===== config.mk =====
export PLATFORM = sky130hd
export DESIGN_NAME = card_shoe
export DESIGN_NICKNAME = d
export VERILOG_FILES = /design/src/rtl/card_shoe.sv
export SDC_FILE = /design/constraint.sdc
export NUM_CORES = 1
export LEC_CHECK = 0
export ABC_AREA = 1
export CORE_ASPECT_RATIO = 0.8
export CORE_UTILIZATION = 56
export CTS_CLUSTER_SIZE = 24
export DETAILED_ROUTE_END_ITERATION = 10
export GPL_ROUTABILITY_DRIVEN = 0
export PLACE_DENSITY = 0.85
export SETUP_SLACK_MARGIN = 0.4
export SYNTH_ARGS = -nofsm -noshare
export SYNTH_HDL_FRONTEND = slang
export SYNTH_SLANG_ARGS = --single-unit

===== constraint.sdc =====
create_clock -name slow_clock -period 4.9 [get_ports slow_clock]
set_input_delay 0.735 -clock slow_clock [delete_from_list [all_inputs] [get_ports slow_clock]]
set_output_delay 0.735 -clock slow_clock [all_outputs]
set_load 0.01 [all_outputs]

===== src/rtl/card_shoe.sv =====
// card_shoe: multi-deck card shoe with per-rank counts and a forward-probing dealer.
// A request picks a start rank (free-running selector or LFSR), then probes
// forward one rank per cycle until it finds a rank with cards left.
module card_shoe #(
  parameter int          DECKS  = 1,
  parameter int          CUT    = 0,
  parameter int          RANDOM = 0,
  parameter logic [15:0] SEED   = 16'hACE1,
  localparam int         CW     = $clog2(52*DECKS+1)
) (
  input  logic          slow_clock,
  input  logic          reset,
  input  logic          shuffle,
  input  logic          deal_req,
  output logic [3:0]    card,
  output logic          card_valid,
  output logic          busy,
  output logic          shoe_empty,
  output logic          cut_reached,
  output logic [CW-1:0] remaining
);

  localparam int NW = $clog2(4*DECKS+1);
  localparam logic [NW-1:0] RANK_FULL = NW'(4*DECKS);
  localparam logic [CW-1:0] SHOE_FULL = CW'(52*DECKS);

  typedef enum logic [1:0] {S_IDLE, S_PROBE, S_FILL} state_t;

  state_t          r_state;
  state_t          w_state_next;
  logic [3:0]      r_sel;
  logic [15:0]     r_lfsr;
  logic [3:0]      r_probe;
  logic [3:0]      r_card;
  logic            r_card_valid;
  logic [CW-1:0]   r_remaining;
  logic [NW-1:0]   r_count [13];

  logic [3:0]      w_start_rank;
  logic [3:0]      w_idx;
  logic [NW-1:0]   w_cur_count;
  logic            w_lfsr_fb;
  logic            w_start;
  logic            w_take;
  logic            w_step;
  logic            w_fill;

  // Start-rank source chosen at elaboration time.
  generate
    if (RANDOM != 0) begin : g_lfsr_start
      assign w_start_rank = 4'(r_lfsr % 16'd13) + 4'd1;
    end else begin : g_sel_start
      assign w_start_rank = r_sel;
    end
  endgenerate

  assign w_idx       = r_probe - 4'd1;
  assign w_cur_count = r_count[w_idx];
  // Right-shifting Fibonacci form of taps 16,14,13,11.
  assign w_lfsr_fb   = r_lfsr[0] ^ r_lfsr[2] ^ r_lfsr[3] ^ r_lfsr[5];

  assign card        = r_card;
  assign card_valid  = r_card_valid;
  assign remaining   = r_remaining;
  assign busy        = (r_state != S_IDLE);
  assign shoe_empty  = (r_remaining == '0);
  assign cut_reached = (r_remaining <= CW'(CUT));

  // Free-running rank selector and LFSR, both advance on every edge.
  always_ff @(posedge slow_clock or posedge reset) begin
    if (reset) begin
      r_sel  <= 4'd1;
      r_lfsr <= SEED;
    end else begin
      r_sel  <= (r_sel == 4'd13) ? 4'd1 : r_sel + 4'd1;
      r_lfsr <= {w_lfsr_fb, r_lfsr[15:1]};
    end
  end

  // State register.
  always_ff @(posedge slow_clock or posedge reset) begin
    if (reset) r_state <= S_IDLE;
    else       r_state <= w_state_next;
  end

  // Next-state and datapath controls; shuffle always wins over a deal.
  always_comb begin
    w_state_next = r_state;
    w_start      = 1'b0;
    w_take       = 1'b0;
    w_step       = 1'b0;
    w_fill       = 1'b0;
    case (r_state)
      S_IDLE: begin
        if (shuffle) begin
          w_state_next = S_FILL;
        end else if (deal_req && (r_remaining != '0)) begin
          w_start      = 1'b1;
          w_state_next = S_PROBE;
        end
      end
      S_PROBE: begin
        if (shuffle) begin
          w_state_next = S_FILL;
        end else if (w_cur_count != '0) begin
          w_take       = 1'b1;
          w_state_next = S_IDLE;
        end else begin
          w_step       = 1'b1;
        end
      end
      S_FILL: begin
        w_fill       = 1'b1;
        w_state_next = S_IDLE;
      end
      default: w_state_next = S_IDLE;
    endcase
  end

  // Shoe contents, probe pointer and dealt-card outputs.
  always_ff @(posedge slow_clock or posedge reset) begin
    if (reset) begin
      r_probe      <= 4'd1;
      r_card       <= 4'd0;
      r_card_valid <= 1'b0;
      r_remaining  <= SHOE_FULL;
      for (int i = 0; i < 13; i++) r_count[i] <= RANK_FULL;
    end else begin
      r_card_valid <= w_take;
      if (w_fill) begin
        r_card      <= 4'd0;
        r_remaining <= SHOE_FULL;
        for (int i = 0; i < 13; i++) r_count[i] <= RANK_FULL;
      end else if (w_take) begin
        r_count[w_idx] <= w_cur_count - 1'b1;
        r_remaining    <= r_remaining - 1'b1;
        r_card         <= r_probe;
      end
      if (w_start) begin
        r_probe <= w_start_rank;
      end else if (w_step) begin
        r_probe <= (r_probe == 4'd13) ? 4'd1 : r_probe + 4'd1;
      end
    end
  end

endmodule


Word level (Yosys, flattened, before mapping)
Index checks and enable logic that the tools add are counted.
Widths: inputs -> output; s select.
{ "word_totals": {"regBits": 60, "wordCells": 75, "output_inout_bits": 14} }
{ "op_classes": {"reduce_logical": 10, "n_lt_le_gt_ge": 3, "mux": 31, "n_eq_ne": 6, "bitwise_logic": 1, "addsub": 5} }
{ "op_table": {"columns": ["op", "count"], "rows": [
  ["$mux 39", 2],
  ["$bwmux 39", 1],
  ["$mux 4", 6],
  ["$bmux 3 s4", 1],
  ["$demux 3 s4", 1],
  ["$mux 6", 2],
  ["$mux 1", 10],
  ["$mux 3", 3],
  ["$add 4x1->4 const B", 2],
  ["$eq 4x4->1 const B", 2],
  ["$mux 2", 4],
  ["$le 6x1->1 const B", 1],
  ["$logic_not 6->1", 1],
  ["$ne 3x3->1 const B", 2],
  ["$reduce_bool 2->1", 3],
  ["$reduce_bool 6->1", 1],
  ["$sub 6x1->6 const B", 1],
  ["$ge 5x5->1 const B", 1],
  ["$lt 5x1->1 const B", 1],
  ["$not 4->5", 1],
  ["$pmux 2 s2", 1],
  ["$sub 4x1->4 const B", 1],
  ["$reduce_bool 3->1", 1],
  ["$sub 3x1->3 const B", 1],
  ["other kinds (5)", 6]
]} }

Depth between registers and ports, before layout
Gate-level depths: netlist (run 1).
{ "logic_depth": {"depth_word": 11, "depth_mapped": 23, "mapped_depth_nobuf": 20} }

Worst setup path before layout (run 1)
No wires, ideal clock.
{ "synth_path": {"path_type": "reg2reg", "startpoint": "register r_probe[0]", "endpoint": "register r_count[29] (netlist name)", "period_less_slack_ns": 3.346, "stages_incl_launch_ff": 24, "t_arrival_ns": 3.270, "t_required_ns": 4.824, "setup_slack_ns": 1.554, "cell_sequence": "dfstp_2 -> inv_2 -> buf_2 -> buf_2 -> ha_1 -> clkbuf_1 -> nand2_1 -> inv_1 -> nand3_1 -> nand2_1 -> nand2_1 -> nand2_2 -> inv_2 -> ha_1 -> ha_1 -> nor2_1 -> nand2_2 -> buf_6 -> nor2_4 -> nand3_2 -> nand2_1 -> nand2_1 -> o21ai_1 -> inv_1"} }
{ "synth_between": {"elab_chain_len": 10, "elab_cells_between_ends": 19, "cone_classes": "2 x add/sub; 2 x order compare; 11 x mux; 1 x bitwise; 3 x reduce/logical"} }
{ "synth_rtl": {"columns": ["element", "line_no", "text"], "rows": [
  ["from (decl)", "33", "logic [3:0] r_probe;"],
  ["from (signal assigned)", "140", "r_probe <= w_start_rank;"],
  ["from (signal assigned)", "142", "r_probe <= (r_probe == 4'd13) ? 4'd1 : r_probe + 4'd1;"],
  ["$sub 4x1->4 (*)", "57", "assign w_idx = r_probe - 4'd1;"],
  ["$not 4->5 (not written as such) (*)", "58, 135", null],
  ["parallel branches: the longest is 8 deep, another holds $sub 3x1->3", null, null],
  ["to (signal, indexed assignment)", "135", "r_count[w_idx] <= w_cur_count - 1'b1;"],
  ["to (decl)", "37", "logic [NW-1:0] r_count [13];"]
]} }
Every way passes the cells marked *. The select of a mux whose other input is x is not followed.
A chain may end at the register's enable or synchronous reset.

Final worst setup path (run 1)
{ "layout_path": {"startpoint": "register r_probe[0]", "endpoint": "register r_count[38] (netlist name)"} }
Same word-level chain as after synthesis.

==> summary.md, run 1 <==
| Metric | Value |
|---|---|
| Status | `complete, no violations` |
| Antenna violations before repair | `0` |
| DP Cell Count | `519` |
| Later-pin clock latency in the skew report | `0.36 ns` |
| Max Cap Viol | `0` |
| Vias in the first global route | `2829` |
| Fmax | `258 MHz` |
| Cell chain of the critical path | `inv_2 > ha_1 > xnor2_2 > nor2_1 > o21ai_0 > nand4_1 > ha_1 > ha_1 > nor2_1 > nand2_2 > nor2_2 > nand3_2 > nand2_1 > nand2_1 > o21ai_1 > inv_1` |
| Drt initial violations | `263` |
| Vias/cell | `5.49` |
| CTS max path bufs | `2` |
| Fin cells | `535` |
| Die H | `73.1 um` |
| Slew HR | `49.8%` |
| Netlist cell types | `35` |
| Num Clock Sinks | `60` |
| # setup viols final | `0` |
| Total CTS buffers | `9` |
| Die width | `90.9 um` |
| Period minus WS final | `3.88 ns` |
| H-tree depth | `3` |
| Yosys reg bits | `60` |
| Post-CTS Resized | `0` |
| Proportion of layout cells with a drive suffix above 1 | `17.2%` |
| Final Cycle Share | `79.1%` |
| Setup_tns | `0 ns` |
| Synth Net Count | `450` |
| Min Hold Slack | `0.472 ns` |
| Clock Pin Slew Worst Setup and Hold Paths | `0.07 ns` |
| Final Hold Viols | `0` |
| RSZ-0062 raised after global routing | `false` |
| DP HPWL | `5470 um` |
| Worst path bufs/invs | `2` |
| Mean Syn Cell Area | `8.14 um^2` |
| Critical path type | `register to register` |
| Largest net degree at the start of global routing | `61` |
| Final WL | `7870 um` |
| Skew final | `0.00776 ns` |
| IO Port Bufs | `17` |
| Vias post-DR | `2937` |
| Worst EP arrival | `4.17 ns` |
| NumNets Final | `464` |
| GRT Total Usage | `27.2%` |
| Detail Route Antenna Nets | `0` |
| Fillcell total | `495` |
| WP data required | `5.19 ns` |
| Worst-Margin Slew | `0.754 ns` |
| # DRC | `0` |
| Initial Util | `58.9%` |
| First-pass GRT wire length | `13800 um` |
| Antenna fix cells | `0` |
| Leakage Power | `1.98 nW` |
| Gate count after technology mapping | `435` |
| Die area | `6640 um^2` |
| Slowest-stage cell, CP | `xnor2_2` |
| TritonCTS clock tree | `built` |
| I/O pins | `18` |
| Router iterations before antenna repair | `6` |
| Crit-path leading delay family | `simple AND/OR/NAND/NOR gates` |
| Slew Limit Fails | `0` |
| Sequential area share after synthesis | `43.1%` |
| Crit-path max cell delay | `0.60 ns` |
| Post-CTS Setup Bufs | `0` |
| Largest vdd supply drop | `0.402 mV` |
| Row count | `25` |
| Core area | `6010 um^2` |
| WL/cell | `14.7 um` |
| CP Launch Type | `register` |
| PwrDens | `670 nW/um^2` |
| Top cell by count, worst path | `ha_1` |
| Element type at the critical path end | `register` |
| Crit-path max FO | `25` |
| Synthesis Warnings | `0` |
| Gr ovfl total | `0` |
| Clock tree root driver cell | `clkbuf_8` |
| Hold_buf cts | `0` |
| Area growth syn-to-layout | `11.7%` |
| Mapped Area | `3540 um^2` |
| Worst min-delay path category | `register to register` |
==> final timing paths <==
kind	startpoint	to	slack, ns	cells after the start
min	r_sel[1]$_DFF_PP0_	r_sel[0]$_DFF_PP1_	0.47	1
max in group asynchronous	reset	remaining[1]$_DFFE_PP0P_	3.48	3
min reg2reg	r_sel[1]$_DFF_PP0_	r_sel[0]$_DFF_PP1_	0.47	1
min in group asynchronous	reset	r_probe[1]$_DFFE_PP0P_	0.90	3
max reg2reg	r_probe[0]$_DFFE_PP1P_	r_count[38]$_DFFE_PP1P_	1.02	16
max	r_probe[0]$_DFFE_PP1P_	r_count[38]$_DFFE_PP1P_	1.02	16
==> logic make-up after synthesis <==
group | after synthesis | synth area share (%)
DFF | 60 | 43.1
xor gates and xnor gates | 4 | 1.73
and+or+nand+nor | 182 | 26.8
AOI/OAI and AO/OA | 84 | 13.0
buffers and inverters | 94 | 11.5
adders and majority gates | 11 | 3.89
==> power by group <==
| part | switching, mW | total (mW) | internal [mW] |
|---|---|---|---|
| Combinational | 1.02 | 1.42 | 0.402 |
| Sequential | 0.0814 | 0.699 | 0.618 |
| Clock | 0.198 | 0.526 | 0.328 |
| Total | 1.30 | 2.65 | 1.35 |
==> cells in the mapped netlist <==
master	n	area, um^2
nand4_1	14	87.6
nand3_4	4	70.1
nor2_2	2	12.5
inv_4	1	6.26
nand3_1	29	145
buf_2	6	30.0
xor2_4	1	27.5
nor3_2	1	10.0
nand2_4	5	56.3
nor2_1	17	63.8
dfrtp_1	42	1050
clkbuf_1	3	11.3
inv_1	68	255
o211ai_1	3	22.5
o21ai_1	24	120
o21ai_0	27	135
dfstp_2	18	473
nand2_2	5	31.3
a21oi_2	4	35.0
buf_1	1	3.75
nand3_2	4	40.0
o22ai_1	7	43.8
or2_1	2	12.5
nor2_4	4	45.0
xnor2_2	1	16.3
o22a_1	2	17.5
buf_6	5	56.3
a21oi_1	17	85.1
nand2_1	92	345
nor2_8	1	20.0
ha_1	11	138
inv_2	8	30.0
nor3_1	2	10.0
xor2_1	2	17.5
buf_4	2	15.0
==> worst reg2reg max path: cells and delay by family, from the launching register on <==
| family | cells | cell delay, ns |
|---|---|---|
| buffers and inverters | 2 | 0.22 |
| flip-flops | 1 | 0.54 |
| adder cells (fa/ha/maj) | 3 | 0.76 |
| XOR/XNOR | 1 | 0.60 |
| AO/OA/AOI/OAI | 2 | 0.22 |
| AND/OR/NAND/NOR | 8 | 1.48 |
==> metrics by stage <==
| stage | worst slack [ns] | cell area (um^2) | power (mW) | utilization (%) |
|---|---|---|---|---|
| global placement | 1.19 | 3720 | 2.06 | 61.9 |
| CTS | 1.06 | 3950 | 2.63 | 65.8 |
| finish | 1.02 | 3950 | 2.65 | 65.8 |
| global route | 0.733 | 3950 | 2.84 | 65.8 |
| floorplan | 1.55 | 3540 | 1.81 | - |
| detailed placement | 1.08 | 3720 | 2.10 | 61.9 |
==> state kept, by name, indices dropped and copies added (netlist names) <==
| register | flops |
|---|---|
| r_count | 39 |
| r_state | 2 |
| remaining | 6 |
| card_valid | 1 |
| r_probe | 4 |
| r_sel | 4 |
| card | 4 |
==> area by class of cell <==
type	count	area, um^2	area share, %
timing repair buffer	20	193	4.87
sequential	60	1520	38.5
multi-input combinational	281	1610	40.7
clock inverter	3	67.6	1.71
clock buffer	13	169	4.27
inverter	77	292	7.37
tap	81	101	2.56
==> layout by cell type, fill, tap and decap left out, types with 3 or more instances in the layout <==
cell	synthesis	routed
nor2_1	17	17
nand2_4	5	5
clkdlybuf4s50_1	0	17
nand4_1	14	14
a21oi_2	4	4
o22ai_1	7	7
buf_4	2	3
nand2_1	92	92
nand2_2	5	5
inv_1	68	67
o21ai_0	27	27
o21ai_1	24	24
nand3_2	4	4
o211ai_1	3	3
dfstp_2	18	18
nor2_4	4	4
a21oi_1	17	17
inv_2	8	9
ha_1	11	11
nand3_1	29	29
clkbuf_8	0	12
nand3_4	4	4
dfrtp_1	42	42
==> metal layers <==
metal	global-route usage [%]	share of wire, %	vias to the layer above
li1	-	-	1424
met2	42.8	45	117
met3	7.92	6.9	12
met1	36.8	46	1384
met5	0	0	-
met4	8.29	1.6	0
No activity file was read; power rests on OpenSTA's default activity.
==> run 2, diff against run 1 <==
--- a/config.mk
+++ b/config.mk
@@ -7,11 +7,11 @@
 export LEC_CHECK = 0
 export ABC_AREA = 1
 export CORE_ASPECT_RATIO = 0.8
-export CORE_UTILIZATION = 56
+export CORE_UTILIZATION = 54
 export CTS_CLUSTER_SIZE = 24
 export DETAILED_ROUTE_END_ITERATION = 10
 export GPL_ROUTABILITY_DRIVEN = 0
-export PLACE_DENSITY = 0.85
+export PLACE_DENSITY = 0.86
 export SETUP_SLACK_MARGIN = 0.4
 export SYNTH_ARGS = -nofsm -noshare
 export SYNTH_HDL_FRONTEND = slang
==> constraint.sdc (replaced) <==
create_clock -name slow_clock -period 3.2 [get_ports slow_clock]
set_input_delay 0.48 -clock slow_clock [delete_from_list [all_inputs] [get_ports slow_clock]]
set_output_delay 0.48 -clock slow_clock [all_outputs]
set_load 0.01 [all_outputs]
==> run 2 against run 1 <==
Die area up 3.6%. Clock-buffer cell count down 4. Utilization up 6.4 points. Sequential share of layout area down 3.9 points. Worst setup slack worse by 0.66 ns. Critical path depth up 1. Power up 78%. Largest power group unchanged. Clock skew about the same. Clock power up 17%. Critical endpoint unchanged. Largest cell class unchanged. Non-clock buffer count up 25. Highest routed layer unchanged. Fmax up 37%.
==> summary.md, run 2 (synthesis gave the netlist of run 1 again) <==
| Metric | Value |
|---|---|
| Router iterations before antenna repair | `5` |
| Most frequent cells in the layout | `nand2_1 (79), inv_1 (65), dfrtp_1 (41)` |
| Total CTS buffers | `9` |
| Comb pwr share | `64.2%` |
| Num Clock Sinks | `60` |
| Final Hold Viols | `0` |
| DP HPWL | `5740 um` |
| PwrDens | `1070 nW/um^2` |
| Fin util | `72.2%` |
| TritonCTS clock tree | `built` |
| RSZ-0062 raised after global routing | `true` |
| Drt initial violations | `255` |
| Worst min-delay path category | `register to register` |
| Max Cap Viol | `0` |
| Pint | `2.31 mW` |
| Fmax | `353 MHz` |
| Proportion of layout cells with a drive suffix above 1 | `30.3%` |
| Final WL | `8710 um` |
| Largest register FFs | `39` |
| Area growth syn-to-layout | `24.5%` |
| Clock power share | `13.0%` |
| Gr ovfl total | `0` |
| IO Port Bufs | `17` |
| Worst EP arrival | `3.12 ns` |
| Vias post-DR | `3065` |
| Worst-Margin Slew | `0.690 ns` |
| Die H | `74.4 um` |
| Final WS setup | `0.368 ns` |
| GRT Total Usage | `27.1%` |
| Antenna violations before repair | `0` |
| I/O pins | `18` |
| WL/cell | `15.5 um` |
| Worst path bufs/invs | `3` |
| Switching power share of the total | `50.9%` |
| Critical path type | `register to register` |
| Slew HR | `54.0%` |
| Fillcell total | `422` |
| First-pass GRT wire length | `13900 um` |
| Later-pin clock latency in the skew report | `0.36 ns` |
| Seq pwr share | `22.8%` |
| WP data required | `3.49 ns` |
| Vias in the first global route | `2952` |
| Largest net degree at the start of global routing | `32` |
| Antenna fix cells | `0` |
| # setup viols final | `0` |
| Crit-path max cell delay | `0.56 ns` |
| H-tree depth | `3` |
| Crit-path leading delay family | `simple AND/OR/NAND/NOR gates` |
| Clock tree root driver cell | `clkbuf_8` |
| Setup_tns | `0 ns` |
| Slowest-stage cell, CP | `dfstp_2` |
| # DRC | `0` |
| Top cell by count, worst path | `ha_4` |
| Period minus WS final | `2.83 ns` |
| Switching power | `2.40 mW` |
| Die width | `92.5 um` |
| Status | `complete, no violations` |
| Detail Route Antenna Nets | `0` |
| DP Worst Slack | `0.173 ns` |
| Most common cell after layout, fill and taps aside | `nand2_1` |
| Core area | `6100 um^2` |
| Row count | `25` |
| Slew Limit Fails | `0` |
| Skew final | `0.00774 ns` |
| Largest reg by FF count | `r_count` |
| Vias/cell | `5.47` |
| CP Launch Type | `register` |
| Element type at the critical path end | `register` |
| Leakage Power | `2.10 nW` |
| Cell chain of the critical path | `inv_4 > ha_4 > o21ai_0 > o22ai_1 > or2_1 > nand4_1 > ha_4 > ha_4 > nor2_4 > nand2_4 > nor2_4 > buf_6 > nand3_4 > nand2_1 > nand2_1 > o21ai_1 > inv_1` |
| CTS max path bufs | `2` |
| Die area | `6880 um^2` |
| Final Cycle Share | `88.5%` |
| Initial Util | `58.0%` |
| Largest vdd supply drop | `0.562 mV` |
| NumNets Final | `489` |
| Crit-path max FO | `6` |
| Clock Pin Slew Worst Setup and Hold Paths | `0.07 ns` |
## run 2: cell types whose count changed in the layout (fill, tap and decap cells not counted), sizes merged
cell	delta
buf	+25
clkbuf	-4
clkinvlp	+2
clkinv	+4
bufinv	-2
## run 2: worst paths after layout
path / from / end / slack [ns] / cells after the start
hold / removal: r_sel[1]$_DFF_PP0_ / r_sel[0]$_DFF_PP1_ / 0.45 / 1
hold reg to reg: r_sel[1]$_DFF_PP0_ / r_sel[0]$_DFF_PP1_ / 0.45 / 1
min in group asynchronous: reset / r_sel[2]$_DFF_PP0_ / 0.53 / 2
setup / recovery: r_probe[0]$_DFFE_PP1P_ / r_count[38]$_DFFE_PP1P_ / 0.37 / 17
max in group asynchronous: reset / r_count[23]$_DFFE_PP1P_ / 2.00 / 3
setup reg to reg: r_probe[0]$_DFFE_PP1P_ / r_count[38]$_DFFE_PP1P_ / 0.37 / 17
## run 2: cell type report
| cell class | instances | area, um^2 | share of cell area, % |
|---|---|---|---|
| clock buffer | 9 | 124 | 2.81 |
| clock inverter | 7 | 53.8 | 1.22 |
| inverter | 77 | 304 | 6.90 |
| multi-input combinational | 281 | 1870 | 42.4 |
| sequential | 60 | 1530 | 34.6 |
| tap | 81 | 101 | 2.30 |
| timing repair buffer | 45 | 428 | 9.71 |
## run 2: per-stage QoR
step | hold slack [ns] | power (mW) | instances | area, um^2
floorplan | 0.424 | 2.99 | 435 | 3670
global placement | 0.454 | 3.51 | 532 | 3930
detailed placement | 0.450 | 3.56 | 532 | 3930
CTS | 0.455 | 4.33 | 552 | 4190
global route | 0.477 | 5.03 | 560 | 4410
finish | 0.448 | 4.71 | 560 | 4410
## run 2: what timing repair did
action / CTS / global route
hold buffers: 0 / 0
setup buffers: 4 / 8
resized for setup: 6 / 43
endpoints found under the setup margin: 38 / 49
pin swaps: 4 / 15
## run 2: worst reg2reg max path, cell delays in order, from the launching register on
cell and delay, ns:
dfstp_2 0.56, inv_4 0.05, ha_4 0.32, o21ai_0 0.12, o22ai_1 0.15, or2_1 0.11, nand4_1 0.14, ha_4 0.20
ha_4 0.16, nor2_4 0.10, nand2_4 0.12, nor2_4 0.15, buf_6 0.15, nand3_4 0.10, nand2_1 0.10, nand2_1 0.07
o21ai_1 0.09, inv_1 0.05
## run 2: metal layers
| layer | up-vias | routed length (um) | GRT usage (%) |
|---|---|---|---|
| li1 | 1475 | - | - |
| met1 | 1458 | 3750 | 36.0 |
| met2 | 109 | 4090 | 41.2 |
| met3 | 23 | 633 | 8.08 |
| met4 | 0 | 236 | 12.8 |
| met5 | - | 0 | 0 |
## run 2: power groups by stage
| stage | Combinational (mW) | Sequential (mW) | Clock, mW |
|---|---|---|---|
| after floorplan | 1.94 | 1.05 | 0 |
| after global placement | 2.44 | 1.06 | 0 |
| after detailed placement | 2.50 | 1.07 | 0 |
| after CTS | 2.64 | 1.06 | 0.623 |
| after global routing | 3.28 | 1.09 | 0.652 |
| final | 3.02 | 1.08 | 0.613 |
==> edit, RTL diff (settings of run 2) <==
Encoding of `state_t`: now one-hot (3 bits for 3 states).
--- a/src/rtl/card_shoe.sv
+++ b/src/rtl/card_shoe.sv
@@ -25,5 +25,5 @@
   localparam logic [CW-1:0] SHOE_FULL = CW'(52*DECKS);
 
-  typedef enum logic [1:0] {S_IDLE, S_PROBE, S_FILL} state_t;
+  typedef enum logic [2:0] {S_IDLE = 3'b001, S_PROBE = 3'b010, S_FILL = 3'b100} state_t;
 
   state_t          r_state;
Behaviour: no difference found for any inputs over 10 cycles, from zero or initial values and one cycle with reset high; not proved beyond that.
==> edit against run 2 <==
The flow now finishes with violations (setup timing); area after synthesis is 1.1% lower; combinational power is 8.6% higher; total power is 7.9% higher; worst setup slack worse by 380 ps; sequential cell count is 1 higher; cell area is 1.3% higher; non-clock buffer count is 4 higher; critical path type unchanged; wire length is 15% higher.
==> edit: results (changes against run 2) <==
Tot GR Track Use: 28.7% (+1.6 points)
Vias in the first global route: 3,211 (+8.8%)
Placed cell count: 548 (+3.0%)
Final nets: 517 (+5.7%)
Initial DRT Pass Iterations: 8 (+3)
Synth cell count leaders: nand3_1, inv_1, nand2_1
Share of cells above drive strength 1: 25.2% (-5.0 points)
PostCTS Resize Cnt: 30 (+24)
Peak VDD IR: 1.05 mV (+87%)
Clk_skew: 8.57 ps (+0.831 ps)
Synth top area cells: dfrtp_1, dfstp_2, nand3_1
Setup bufs post-CTS: 11 (+7)
Worst path max stage delay: 580 ps (+20 ps)
M2 GR Usage: 44.7% (+3.5 points)
Gate Count Post-Synth: 459 (+5.5%)
Outcome: complete, but fails checks
Post-synthesis sequential area ratio: 44.3% (+1.2 points)
Post-Route WL: 10,000 um (+15%)
Final setup fails: 3 (+3)
Hpwl dp: 5790 um (+0.86%)
Slew HR: 57.1% (+3.1 points)
Mapped Nets: 474 (+5.3%)
First-pass GRT wire length: 14,900 um (+6.6%)
Largest net degree at the start of global routing: 37 (+16%)
Fin util: 73.5% (+1.3 points)
Lkg Pwr: 2.09 nW (-0.51%)
Fillers: 397 (-5.9%)
Initial DRC count: 332 (+30%)
Setup WS post-layout: -16.3 ps (-385 ps)
Unique masters post-synth: 30 (-14%)
CP max FO: 8 (+2)
Violated checks: setup timing
Hold Path Class: in2async
Adder-cell share of the synthesized area: 3.93% (+0.044 points)
Post-DP Area: 0.00382 sq mm (-2.8%)
XOR/XNOR share of the synthesized area: 0.501% (-1.2 points)
==> edit: changes by cell type after synthesis, moves of 10 or more <==
| cell | delta |
|---|---|
| nor2_1 | +15 |
| o21ai_1 | -13 |
| inv_1 | +10 |
| o21ai_0 | +11 |
| nand3_1 | +50 |
| nand4_1 | -10 |
| nand2_1 | -15 |
==> edit: cell type report <==
class / count / area share (%)
inverter: 81 / 7.15
clock buffer: 15 / 3.95
sequential: 61 / 34.8
clock inverter: 1 / 0.112
timing repair buffer: 49 / 10.3
tap: 81 / 2.27
multi-input combinational: 300 / 41.4
==> edit: power by group <==
group	leakage [nW]	internal [mW]	total [mW]	switching (mW)
sequential	0.763	1.00	1.17	0.167
clock	0.0937	0.344	0.637	0.293
combinational	1.24	1.16	3.28	2.12
==> edit: per-stage QoR <==
stage               worst slack (ps)  hold WS [ps]  TNS (ps)
floorplan                        201           447         0
global placement                 163           462         0
detailed placement              89.1           466         0
CTS                              230           335         0
global route                    -135           354     -1300
finish                         -16.3           333     -32.0
